--- src/rtl/floating_pkg.sv ---
// Shared definitions for the binary32 adder and related float blocks.
// Optional debug port of floating_add: FLOAT_ADD_DEBUG_EN.
package floating_pkg;

    localparam int EXP_W    = 8;
    localparam int FRAC_W   = 23;
    localparam int EXP_BIAS = 127;
    localparam int EXP_MAX  = 255;

    localparam logic [31:0] QNAN = 32'h7FC0_0000;

    // Adder sequencer states
    typedef enum logic [2:0] {
        S_IDLE   = 3'd0,
        S_UNPACK = 3'd1,
        S_ALIGN  = 3'd2,
        S_ADD    = 3'd3,
        S_NORM   = 3'd4,
        S_PACK   = 3'd5
    } state_t;

endpackage

--- src/rtl/floating_unpack.sv ---
// Combinational binary32 field split with zero / Inf / NaN classification.
// Denormals report as zero so callers can flush them directly.
module floating_unpack
    import floating_pkg::*;
(
    input  logic [31:0]       i_f,
    output logic              o_sign,
    output logic [EXP_W-1:0]  o_exp,
    output logic [FRAC_W-1:0] o_frac,
    output logic              o_zero,
    output logic              o_special,
    output logic              o_inf
);

    logic [EXP_W-1:0] w_exp_max;

    assign w_exp_max = EXP_W'(EXP_MAX);

    assign o_sign    = i_f[31];
    assign o_exp     = i_f[30:23];
    assign o_frac    = i_f[22:0];
    assign o_zero    = (o_exp == '0);
    assign o_special = (o_exp == w_exp_max);
    assign o_inf     = o_special && (o_frac == '0);

endmodule

--- src/rtl/floating_add.sv ---
// Sequential binary32 adder: unpack, align, add, iterative normalize, pack.
// Truncating, flush-to-zero. FLOAT_ADD_DEBUG_EN adds the debug port.
module floating_add
    import floating_pkg::*;
(
    input  logic        clk,
    input  logic        reset,
    input  logic        start,
    input  logic [31:0] a,
    input  logic [31:0] b,
    output logic [31:0] out,
    output logic        done,
    output logic        busy
`ifdef FLOAT_ADD_DEBUG_EN
    ,
    output logic [31:0] debug
`endif
);

    state_t      r_state;
    logic [31:0] r_a;
    logic [31:0] r_b;

    logic        r_sx;
    logic        r_sy;
    logic [7:0]  r_ex;
    logic [7:0]  r_ey;
    logic [23:0] r_mx;
    logic [23:0] r_my;

    logic        r_spec;
    logic [31:0] r_spec_res;

    logic        r_sign;
    logic [7:0]  r_exp;
    logic [24:0] r_m;

    logic [31:0] r_out;
    logic        r_done;

    logic        w_sa;
    logic        w_sb;
    logic [7:0]  w_ea;
    logic [7:0]  w_eb;
    logic [22:0] w_fa;
    logic [22:0] w_fb;
    logic        w_za;
    logic        w_zb;
    logic        w_spa;
    logic        w_spb;
    logic        w_infa;
    logic        w_infb;

    logic [31:0] w_spec_res;
    logic        w_x_is_a;
    logic [7:0]  w_d;
    logic [23:0] w_m_small;
    logic [23:0] w_my_sh;
    logic [24:0] w_sum;

    floating_unpack u_unpack_a (
        .i_f       (r_a),
        .o_sign    (w_sa),
        .o_exp     (w_ea),
        .o_frac    (w_fa),
        .o_zero    (w_za),
        .o_special (w_spa),
        .o_inf     (w_infa)
    );

    floating_unpack u_unpack_b (
        .i_f       (r_b),
        .o_sign    (w_sb),
        .o_exp     (w_eb),
        .o_frac    (w_fb),
        .o_zero    (w_zb),
        .o_special (w_spb),
        .o_inf     (w_infb)
    );

    // Inf - Inf is the only invalid sum; otherwise A's NaN/Inf wins over B's.
    always_comb begin
        w_spec_res = r_b;
        if (w_infa && w_infb && (w_sa != w_sb)) begin
            w_spec_res = QNAN;
        end else if (w_spa) begin
            w_spec_res = r_a;
        end
    end

    // Magnitude compare (exponent, then mantissa) and truncating alignment.
    always_comb begin
        w_x_is_a  = ({r_ex, r_mx} >= {r_ey, r_my});
        w_d       = w_x_is_a ? (r_ex - r_ey) : (r_ey - r_ex);
        w_m_small = w_x_is_a ? r_my : r_mx;
        w_my_sh   = (w_d >= 8'd25) ? 24'd0 : (w_m_small >> w_d);
    end

    // X holds the larger magnitude, so the difference never goes negative.
    always_comb begin
        if (r_sx == r_sy) begin
            w_sum = {1'b0, r_mx} + {1'b0, r_my};
        end else begin
            w_sum = {1'b0, r_mx} - {1'b0, r_my};
        end
    end

    // Operation sequencer and datapath registers.
    always_ff @(posedge clk) begin
        if (reset) begin
            r_state    <= S_IDLE;
            r_a        <= '0;
            r_b        <= '0;
            r_sx       <= 1'b0;
            r_sy       <= 1'b0;
            r_ex       <= '0;
            r_ey       <= '0;
            r_mx       <= '0;
            r_my       <= '0;
            r_spec     <= 1'b0;
            r_spec_res <= '0;
            r_sign     <= 1'b0;
            r_exp      <= '0;
            r_m        <= '0;
            r_out      <= '0;
            r_done     <= 1'b0;
        end else begin
            r_done <= 1'b0;
            unique case (r_state)
                S_IDLE: begin
                    if (start) begin
                        r_a     <= a;
                        r_b     <= b;
                        r_state <= S_UNPACK;
                    end
                end
                S_UNPACK: begin
                    r_sx       <= w_sa;
                    r_sy       <= w_sb;
                    r_ex       <= w_ea;
                    r_ey       <= w_eb;
                    r_mx       <= w_za ? 24'd0 : {1'b1, w_fa};
                    r_my       <= w_zb ? 24'd0 : {1'b1, w_fb};
                    r_spec     <= w_spa || w_spb;
                    r_spec_res <= w_spec_res;
                    r_state    <= S_ALIGN;
                end
                S_ALIGN: begin
                    if (r_spec) begin
                        r_sign  <= r_spec_res[31];
                        r_exp   <= r_spec_res[30:23];
                        r_m     <= {2'b00, r_spec_res[22:0]};
                        r_state <= S_PACK;
                    end else begin
                        r_sx    <= w_x_is_a ? r_sx : r_sy;
                        r_sy    <= w_x_is_a ? r_sy : r_sx;
                        r_ex    <= w_x_is_a ? r_ex : r_ey;
                        r_ey    <= w_x_is_a ? r_ey : r_ex;
                        r_mx    <= w_x_is_a ? r_mx : r_my;
                        r_my    <= w_my_sh;
                        r_state <= S_ADD;
                    end
                end
                S_ADD: begin
                    if (w_sum == '0) begin
                        r_sign  <= 1'b0;
                        r_exp   <= '0;
                        r_m     <= '0;
                        r_state <= S_PACK;
                    end else begin
                        r_sign  <= r_sx;
                        r_exp   <= r_ex;
                        r_m     <= w_sum;
                        r_state <= S_NORM;
                    end
                end
                S_NORM: begin
                    if (r_m[24]) begin
                        if (r_exp == 8'd254) begin
                            r_exp   <= 8'd255;
                            r_m     <= '0;
                            r_state <= S_PACK;
                        end else begin
                            r_exp <= r_exp + 8'd1;
                            r_m   <= r_m >> 1;
                        end
                    end else if (!r_m[23]) begin
                        if (r_exp == 8'd1) begin
                            r_exp   <= '0;
                            r_m     <= '0;
                            r_state <= S_PACK;
                        end else begin
                            r_exp <= r_exp - 8'd1;
                            r_m   <= r_m << 1;
                        end
                    end else begin
                        r_state <= S_PACK;
                    end
                end
                S_PACK: begin
                    r_out   <= {r_sign, r_exp, r_m[22:0]};
                    r_done  <= 1'b1;
                    r_state <= S_IDLE;
                end
                default: begin
                    r_state <= S_IDLE;
                end
            endcase
        end
    end

    assign out  = r_out;
    assign done = r_done;
    assign busy = (r_state != S_IDLE);

`ifdef FLOAT_ADD_DEBUG_EN
    assign debug = {7'b0, r_m};
`endif

endmodule

--- config.mk ---
export PLATFORM = sky130hd
export DESIGN_NAME = floating_add
export DESIGN_NICKNAME = d
export VERILOG_FILES = /design/src/rtl/floating_pkg.sv /design/src/rtl/floating_unpack.sv /design/src/rtl/floating_add.sv
export SDC_FILE = /design/constraint.sdc
export NUM_CORES = 1
export LEC_CHECK = 0
export CAP_MARGIN = 25
export CORE_ASPECT_RATIO = 2
export CORE_MARGIN = 2
export CORE_UTILIZATION = 31
export DETAILED_ROUTE_END_ITERATION = 8
export GPL_TIMING_DRIVEN = 0
export HOLD_SLACK_MARGIN = 0.02
export PLACE_DENSITY_LB_ADDON = 0.05
export SLEW_MARGIN = 30
export SYNTH_ARGS = -nofsm -noshare
export SYNTH_HDL_FRONTEND = slang
export SYNTH_SLANG_ARGS = --single-unit
--- constraint.sdc ---
create_clock -name clk -period 5.86 [get_ports clk]
set_input_delay 1.172 -clock clk [delete_from_list [all_inputs] [get_ports clk]]
set_output_delay 1.172 -clock clk [all_outputs]
set_load 0.005 [all_outputs]
==> out/results.ini <==
[synthesis]
netlist_instances=1917
synth_compound_area_share_pct=26.9
synth_top_family_by_area=compound AO/OA/AOI/OAI gates
yosysWarningCount=0
syn-num-nets=2055
synth.area.mux_share_pct=6.88
synth_cell_types=83
syn_area_per_cell_um2=7.76
synthArstFlopShare_pct=0
synth-xor-area-share_pct=2.71
synth.cell_area_um2=14900
synth_flop_cell=dfxtp_1
synth-seq-area-share_pct=31.4
ys_seq_elements=233
synthAdderAreaFrac_pct=6.13
synthSimpleGateAreaFrac_pct=20.5
synth_edf_count=0

[sta]
clock_skew_ns=0.0168
slew_headroom_pct=30.3
slew_violations=0
fin_setup_tns_ns=0
worst_pin_slew_ns=1.05
fmax_mhz=176
finalSetupViolCount=0
min_period_ns=5.69
rsz0062_at_grt=no
setup_ws_ns=0.167
post-route-period-util_pct=97.1
hold_viol=0

[global_route]
grt_max_degree=14
overflow=0
grt_pass1_wl_mm=106
antenna_found_initial=2
grt.total_usage_pct=28.6
grt_pass1_vias=16000

[finish]
mostFrequentLayoutCell=nand2_1
synthToLayoutAreaGrowth_pct=18.7
fillers=5035
drive_above_1_share_pct=6.02
mostFrequentLayoutCells=320 x nand2_1, 233 x dfxtp_1, 220 x a21oi_1, 144 x nor2_1, 127 x clkbuf_1
finalNonFillerCells=2697
final_area_um2=17700
finalNetCount=2181

[setup_path]
crit_fanout=7
reg2reg_to=r_exp[1]
arrival_ns=6.07
reg2reg_depth=18
timing.critical_path.to_type=register
crit_required_ns=6.24
critPathLaunchType=register
path_class=register to register
reg2reg_slack_ns=0.17
r2r_start=r_my[1]

[detailed_routing]
drt_first_pass_iters=5
routed_via_density=5.72
drt-total-wl_mm=72.5
via_count=15400
remaining_drc_errors=0
antenna_left=0
wl_per_cell_um=26.9
first_iter_violations=827

[clock_network]
path_clk_slew_ns=0.06
h-tree-depth=1
cts_sinks=233
root_buffer=clkbuf_16
clockBufferDepth=3
numCtsBuffers=26
cts_tree=done
worstSkewPairLatency_ns=0.56

[placement]
gp_congestion=0.996
dp.cells=2648
dp_hpwl_mm=59.1
portBuffers=99
dpl_worst_slack_ns=-0.0218
placed_area_um2=16700

[run]
drv_cap=0

[run_status]
status=complete, no violations

[power_and_ir_drop]
leakage_nw=6.42
powerDensity_nw_per_um2=650
irDropWorstVdd_uv=257

[worst_hold_path]
hold_path_depth=2
whs_endpoint=out[24]
hold_path.class=register to register
min_from=out[24]

[floorplan]
dieArea_um2=49800
top_level_ports=101
die_w_um=159
die-height_um=314
rows=113
core_area_um2=47400
initial_core_util_pct=31.4

flip-flops by register name, indices dropped and copies added, names as in the netlist, 3 cells and up:
signal / count
out: 32
r_a: 32
r_b: 32
r_ex: 8
r_exp: 8
r_ey: 8
r_m: 25
r_mx: 24
r_my: 24
r_spec_res: 32
r_state: 3
metrics by stage:
| step | util, % | hold slack [ns] | total power [mW] |
|---|---|---|---|
| final | 37.3 | 0.455 | 11.5 |
| after global routing | 37.3 | 0.474 | 12.1 |
| after detailed placement | 35.2 | 0.449 | 9.46 |
| after global placement | 35.1 | 0.451 | 9.41 |
| after floorplan | - | 0.432 | 6.85 |
| after CTS | 37.2 | 0.460 | 11.3 |
how the worst max path moves through the flow:
stage	from	end	slack [ns]	cells past startpoint
after floorplan	r_my[8]	r_exp[4]	1.52	18
after global placement	r_sx	r_exp[2]	0.03	14
after detailed placement	r_sx	r_exp[2]	-0.02	14
after CTS	r_ex[0]	r_my[1]	0.05	16
after global routing	r_my[1]	r_sign	0.0009	18
final	r_my[1]	r_exp[1]	0.17	18
synth_stat cells (7+ instances only):
cell      instances  share of area, %
nor3_1           52               1.8
or2_2             8              0.34
o31ai_1           9              0.45
mux2i_1          46               3.1
and2_1           11              0.46
nand3_1          25              0.84
nor2_1          144               3.6
nand2b_1          8              0.34
ha_1             68               5.7
a21o_1           20               1.0
nand3b_1          8              0.40
nand4_1          17              0.72
a211oi_1         50               2.5
xnor2_1          35               2.1
and3_1           10              0.42
nor2b_1           7              0.29
a21oi_1         221               7.4
nand2_1         320               8.1
a221oi_1         61               3.6
inv_1            66               1.7
or4_1             9              0.45
o21a_1           11              0.56
clkbuf_1        130               3.3
or3_1             9              0.38
nor4_1           20              0.84
dfxtp_1         233                31
mux4_2           22               3.3
o211ai_1         11              0.56
xor2_1           11              0.65
o21ai_0          84               2.8
a31oi_1          16              0.67
and4_1            8              0.47
a22oi_1          31               1.6
cell families after synthesis:
family / after synthesis
buf+inv: 209
fa+ha+maj: 71
flops: 233
simple gates: 672
xor+xnor: 46
compound gates: 612
mux: 74
report_power, final:
| part | total, mW | internal (mW) | switching, mW | leakage (nW) |
|---|---|---|---|---|
| sequential | 2.29 | 1.85 | 0.435 | 1.90 |
| clock | 1.85 | 1.10 | 0.745 | 0.453 |
| combinational | 7.34 | 2.44 | 4.90 | 4.07 |
| total | 11.5 | 5.39 | 6.08 | 6.42 |
cell type report:
class                      instances  area [um2]  share of cell area (%)
antenna                            4        10.0                  0.0567
buffer                           141         573                    3.25
clock buffer                      33         727                    4.12
clock inverter                    13         216                    1.23
inverter                          66         248                    1.40
multi-input combinational       1475        9430                    53.4
sequential                       233        4660                    26.4
tap                              632         791                    4.48
timing repair buffer             100         996                    5.64
per-layer routing:
| layer | vias up | global-route usage [%] | part of all wire (%) |
|---|---|---|---|
| li1 | 7291 | - | - |
| met1 | 7364 | 27.2 | 34 |
| met2 | 532 | 54.8 | 53 |
| met3 | 230 | 3.22 | 3.8 |
| met4 | 2 | 23.4 | 9.2 |
| met5 | - | 0 | 0.014 |
worst max-delay path: stages, from the launching register on:
cell,delay [ns]
dfxtp_1,0.46
inv_1,0.14
ha_1,0.23
nand3_1,0.18
or3_1,0.15
clkbuf_1,0.45
o21ai_0,0.20
xnor2_1,0.18
ha_1,0.36
nand2_1,0.07
nor3_1,0.43
and2_1,0.26
a221oi_2,0.12
o21bai_1,0.27
xor2_1,0.22
or4_1,0.65
or4_4,0.51
nor4_1,0.45
a2111oi_0,0.18
what timing repair did:
action / 4_1_cts / 5_1_grt
gates resized for setup: 1 / 2
pin swaps: 0 / 0
setup buffers: 0 / 0
hold buffers: 0 / 0
cloned: 0 / 0
setup endpoints to repair: 9 / 19
Power figures use the tool's default switching activity.
